`src/rtl/pixel_ray_scheduler.sv`:
```
// Raster-order pixel request generator for the block/saber selector.
// Holds each (x,y) until the selector completes it (or a timeout forces it), then advances.
`timescale 1ns/1ps
module pixel_ray_scheduler #(
  parameter int H_PIXELS       = 1024,
  parameter int V_PIXELS       = 768,
  parameter int TIMEOUT_CYCLES = 64
) (
  input  logic        clk_in,
  input  logic        rst_n_in,
  input  logic        enable_in,
  input  logic [17:0] time_in,
  input  logic        stall_in,
  input  logic        done_in,
  output logic [10:0] x_out,
  output logic [9:0]  y_out,
  output logic [17:0] curr_time_out,
  output logic        pixel_done_out,
  output logic        frame_start_out,
  output logic        frame_done_out,
  output logic        busy_out,
  output logic        timeout_err_out
);

  localparam int TW = (TIMEOUT_CYCLES > 1) ? $clog2(TIMEOUT_CYCLES) : 1;
  localparam logic [10:0]   X_LAST  = 11'(H_PIXELS - 1);
  localparam logic [9:0]    Y_LAST  = 10'(V_PIXELS - 1);
  localparam logic [TW-1:0] TO_LAST = TW'(TIMEOUT_CYCLES - 1);

  typedef enum logic [1:0] {S_IDLE, S_ISSUE, S_WAIT, S_ADV} state_t;

  state_t        r_state;
  logic [10:0]   r_x;
  logic [9:0]    r_y;
  logic [17:0]   r_time;
  logic          r_armed;
  logic [TW-1:0] r_cnt;
  logic          r_pd;
  logic          r_fs;
  logic          r_fd;
  logic          r_busy;
  logic          r_te;
  logic          w_last;

  assign w_last = (r_x == X_LAST) && (r_y == Y_LAST);

  always_ff @(posedge clk_in or negedge rst_n_in) begin
    if (!rst_n_in) begin
      r_state <= S_IDLE;
      r_x     <= X_LAST;
      r_y     <= Y_LAST;
      r_time  <= '0;
      r_armed <= 1'b0;
      r_cnt   <= '0;
      r_pd    <= 1'b0;
      r_fs    <= 1'b0;
      r_fd    <= 1'b0;
      r_busy  <= 1'b0;
      r_te    <= 1'b0;
    end else begin
      r_pd <= 1'b0;
      r_fs <= 1'b0;
      r_fd <= 1'b0;
      case (r_state)
        S_IDLE: begin
          if (enable_in) begin
            r_x     <= '0;
            r_y     <= '0;
            r_time  <= time_in;
            r_fs    <= 1'b1;
            r_busy  <= 1'b1;
            r_state <= S_ISSUE;
          end
        end
        S_ISSUE: begin
          r_armed <= 1'b0;
          r_cnt   <= '0;
          r_state <= S_WAIT;
        end
        S_WAIT: begin
          // A done level left over from the previous pixel only counts once it has dropped
          if (r_armed && done_in) begin
            r_pd    <= 1'b1;
            r_fd    <= w_last;
            r_state <= S_ADV;
          end else if (r_cnt == TO_LAST) begin
            r_te    <= 1'b1;
            r_pd    <= 1'b1;
            r_fd    <= w_last;
            r_state <= S_ADV;
          end else begin
            r_cnt <= r_cnt + TW'(1);
            if (!done_in) r_armed <= 1'b1;
          end
        end
        S_ADV: begin
          if (!stall_in) begin
            if (r_x < X_LAST) begin
              r_x     <= r_x + 11'd1;
              r_state <= S_ISSUE;
            end else if (r_y < Y_LAST) begin
              r_x     <= '0;
              r_y     <= r_y + 10'd1;
              r_state <= S_ISSUE;
            end else if (enable_in) begin
              r_x     <= '0;
              r_y     <= '0;
              r_time  <= time_in;
              r_fs    <= 1'b1;
              r_state <= S_ISSUE;
            end else begin
              r_busy  <= 1'b0;
              r_state <= S_IDLE;
            end
          end
        end
        default: begin
          r_busy  <= 1'b0;
          r_state <= S_IDLE;
        end
      endcase
    end
  end

  assign x_out           = r_x;
  assign y_out           = r_y;
  assign curr_time_out   = r_time;
  assign pixel_done_out  = r_pd;
  assign frame_start_out = r_fs;
  assign frame_done_out  = r_fd;
  assign busy_out        = r_busy;
  assign timeout_err_out = r_te;

endmodule
```
`config.mk`:
```
export PLATFORM = sky130hd
export DESIGN_NAME = pixel_ray_scheduler
export DESIGN_NICKNAME = d
export VERILOG_FILES = /design/src/rtl/pixel_ray_scheduler.sv
export SDC_FILE = /design/constraint.sdc
export NUM_CORES = 1
export LEC_CHECK = 0
export CAP_MARGIN = 25
export CORE_MARGIN = 5
export CORE_UTILIZATION = 40
export DETAILED_ROUTE_END_ITERATION = 12
export PLACE_DENSITY = 0.67
export REMOVE_ABC_BUFFERS = 1
export SLEW_MARGIN = 10
export SYNTH_ARGS = -nofsm -noshare
export SYNTH_HDL_FRONTEND = slang
export SYNTH_SLANG_ARGS = --single-unit
```
`constraint.sdc`:
```
create_clock -name clk_in -period 2.75 [get_ports clk_in]
set_clock_uncertainty 0.2 [all_clocks]
set_input_delay 0.6875 -clock clk_in [delete_from_list [all_inputs] [get_ports clk_in]]
set_output_delay 0.6875 -clock clk_in [all_outputs]
set_load 0.01 [all_outputs]
```
==> summary.txt <==
Status
  • Run status: complete, no violations

Synthesis
  • Top cell type's share of synthesized area: 31.01%
  • Synth Area per Inst: 10.76 sq um
  • Ys flop type: dfrtp_1
  • Sequential share of the synthesized area: 49.20%
  • Post-synth ARST share: 100.0%
  • Netlist Area Pre-Place: 2744 sq um
  • Synth area leader: dfrtp_1
  • YS warnings: 0
  • Synth cell count leaders: dfrtp_1 (34), nand2_1 (27), o21ai_0 (20), dfstp_2 (19)
  • Synth top area cells: dfrtp_1 (31%), dfstp_2 (18%), mux2_4 (5.5%)
  • Cells after Synth: 255
  • Synthesized flop and latch total: 53
  • Post-synth EDFFs: 0
  • Unique masters post-synth: 56
  • Count leader, synth: dfrtp_1

Clock network
  • Setup Buffers After CTS: 0
  • H-tree depth: 2
  • Skew-Pair Late Insertion Delay: 0.31 ns
  • Post_cts resized: 0
  • CTS clock-pin slew for the worst setup and hold paths: 0.10 ns
  • Root buffer cell: clkbuf_8
  • Clock buffer count from CTS: 5
  • CTS Hold Bufs: 0
  • TritonCTS sink count: 53
  • Max clock buf depth: 2
  • CTS tree: done

Global routing
  • Vias in the first global route: 2158
  • Antenna violations before repair: 0
  • First-pass GRT wire length: 10.56 mm
  • Pin count of the biggest net entering global routing: 23
  • Global Route Usage Sum: 14.98%
  • Total gr overflow: 0

STA
  • Setup TNS: 0 ns
  • RSZ-0062 raised after global routing: no
  • Hold Fails Final Rpt: 0
  • Final Slew Violations: 0
  • Hold Slack: 0.1233 ns
  • Slew headroom: 60.98%
  • Final Cycle Share: 87.86%
  • Finish-stage setup viols: 0
  • Fmax: 413.9 MHz
  • Final worst path period need: 2.416 ns
  • Worst Setup Slack, final: 0.3338 ns
  • Slew @ Worst Pin: 0.5779 ns

Flow run
  • Max Cap Viol: 0

Floorplanning
  • Die Wd: 92.83 um
  • Chip height: 92.83 um
  • Total die area: 8616 sq um
  • Core area: 6719 sq um
  • Row Count: 30
  • Initial core utilization: 40.84%
  • Ports: 67

Setup path
  • CP arrival: 2.40 ns
  • Setup CP Type: reg -> reg
  • Crit path required time: 2.73 ns
  • CP Launch Type: flip-flop
  • CP Max Fanout: 6
  • Crit. End Element: flip-flop

Pwr
  • Power Density: 786.0 nW/um^2
  • P_sw: 0.9595 mW
  • VDD IR-drop max: 0.0003764 V
  • Internal: 1.919 mW
  • Clock Power Share: 18.7%
  • Pleak: 1.454 nW
  • Sw Ratio: 33.33%
  • Reg power frac: 38.7%
  • Comb pwr share: 42.6%
  • Total power: 2.879 mW

Layout
  • Synth-to-Final Area Change: 33.47%
  • Nets: 362
  • Share of cells above drive strength 1: 21.02%
  • Antenna cells: 0

Placed design
  • Worst slack, placed: 0.2279 ns
  • I/O Buffers: 66
  • RD Place Congestion: 0.8523
  • Post-DP HPWL: 4.725 mm

Routing
  • Highest metal used: met4
  • Via/cell ratio: 5.460
  • WL met2: 2.725 mm
  • TritonRoute pass-1 iters: 5
  • Routed length per placed instance: 15.08 um
  • WL met3: 425 um
  • Wire length on met1: 3.036 mm
  • ANT nets after route: 0
  • DRT iter0 DRCs: 106
  • DRC violations left: 0
  • Total number of vias: 2255
  • Total Wirelength: 6.229 mm

Hold path
  • Hold crit path type: in -> async
-- worst paths after layout --
check / from / to / slack (ns) / depth (start not counted)
min: rst_n_in / r_cnt[0]$_DFFE_PN0P_ / 0.12 / 1
max: y_out[0]$_DFFE_PN1P_ / busy_out$_DFFE_PN0P_ / 0.33 / 6
min reg2reg: timeout_err_out$_DFFE_PN0P_ / timeout_err_out$_DFFE_PN0P_ / 0.28 / 1
max reg2reg: y_out[0]$_DFFE_PN1P_ / busy_out$_DFFE_PN0P_ / 0.33 / 6
max in group asynchronous: rst_n_in / x_out[3]$_DFFE_PN1P_ / 1.56 / 2
min in group clk_in: timeout_err_out$_DFFE_PN0P_ / timeout_err_out$_DFFE_PN0P_ / 0.28 / 1
-- layer usage --
layer	GRT usage, %	vias up
met5	0	-
met4	3.419	0
met3	3.412	5
met2	22.92	82
met1	21.56	1088
li1	-	1080
-- area by class of cell --
class,instances,area (sq um)
fillers,579,3057
clock buffers,5,68.82
clock inverters,3,46.29
multi-input cells,184,1301
repair buffers,78,758.2
inverters,10,37.54
well taps,80,100.1
flip-flops and latches,53,1350
-- per-stage QoR --
stage	instances	area (sq um)	util, %
floorplan	247	2689	-
global placement	405	3547	52.79
detailed placement	405	3547	52.79
CTS	413	3662	54.51
global route	413	3662	54.51
finish	413	3662	54.51
-- state kept, by name (all words and copies together) (netlist names) --
register,cells
timeout_err_out,1
curr_time_out,18
r_armed,1
r_state,2
y_out,10
busy_out,1
r_cnt,6
pixel_done_out,1
frame_done_out,1
frame_start_out,1
x_out,11
-- critical path, stage by stage, from the launching register on --
cell,delay (ns)
dfstp_2,0.58
ha_1,0.22
nand3_2,0.14
o31a_1,0.32
or3_1,0.43
o41ai_2,0.29
o31ai_1,0.11
-- power groups by stage --
| stage | Combinational, mW | Clock (mW) | Sequential [mW] |
|---|---|---|---|
| finish | 1.23 | 0.539 | 1.11 |
| global placement | 1.21 | 0 | 1.13 |
| floorplan | 0.643 | 0 | 1.19 |
| detailed placement | 1.24 | 0 | 1.13 |
| global route | 1.35 | 0.587 | 1.15 |
| CTS | 1.24 | 0.559 | 1.12 |
-- cell usage in the layout (no fill, tap or decap), drive strengths merged, types with 3 or more instances in the layout --
| master | netlist | final |
|---|---|---|
| nor3 | 5 | 5 |
| ha | 7 | 7 |
| or3 | 3 | 3 |
| a31oi | 3 | 3 |
| inv | 10 | 10 |
| clkbuf | 5 | 5 |
| xor2 | 4 | 4 |
| nand3 | 18 | 18 |
| dfrtp | 34 | 34 |
| o211ai | 3 | 3 |
| buf | 3 | 13 |
| nand4 | 3 | 3 |
| a22o | 3 | 3 |
| and3 | 5 | 5 |
| nor2 | 17 | 17 |
| mux2 | 19 | 19 |
| dfstp | 19 | 19 |
| a21oi | 13 | 13 |
| clkdlybuf4s50 | 0 | 65 |
| nor4 | 3 | 3 |
| nand2 | 27 | 27 |
| o21ai | 21 | 21 |
-- cell families (layout without fill, tap and decap cells) --
family / count (synthesis) / count (layout) / share of synthesized area [%]
AOI/OAI and AO/OA: 61 / 61 / 16.05
xor gates and xnor gates: 6 / 6 / 1.915
adders and majority gates: 7 / 7 / 3.192
buffers and inverters: 18 / 96 / 3.374
DFF: 53 / 53 / 49.20
muxes: 20 / 20 / 9.530
and+or+nand+nor: 90 / 90 / 16.74
Power figures use the tool's default switching activity.
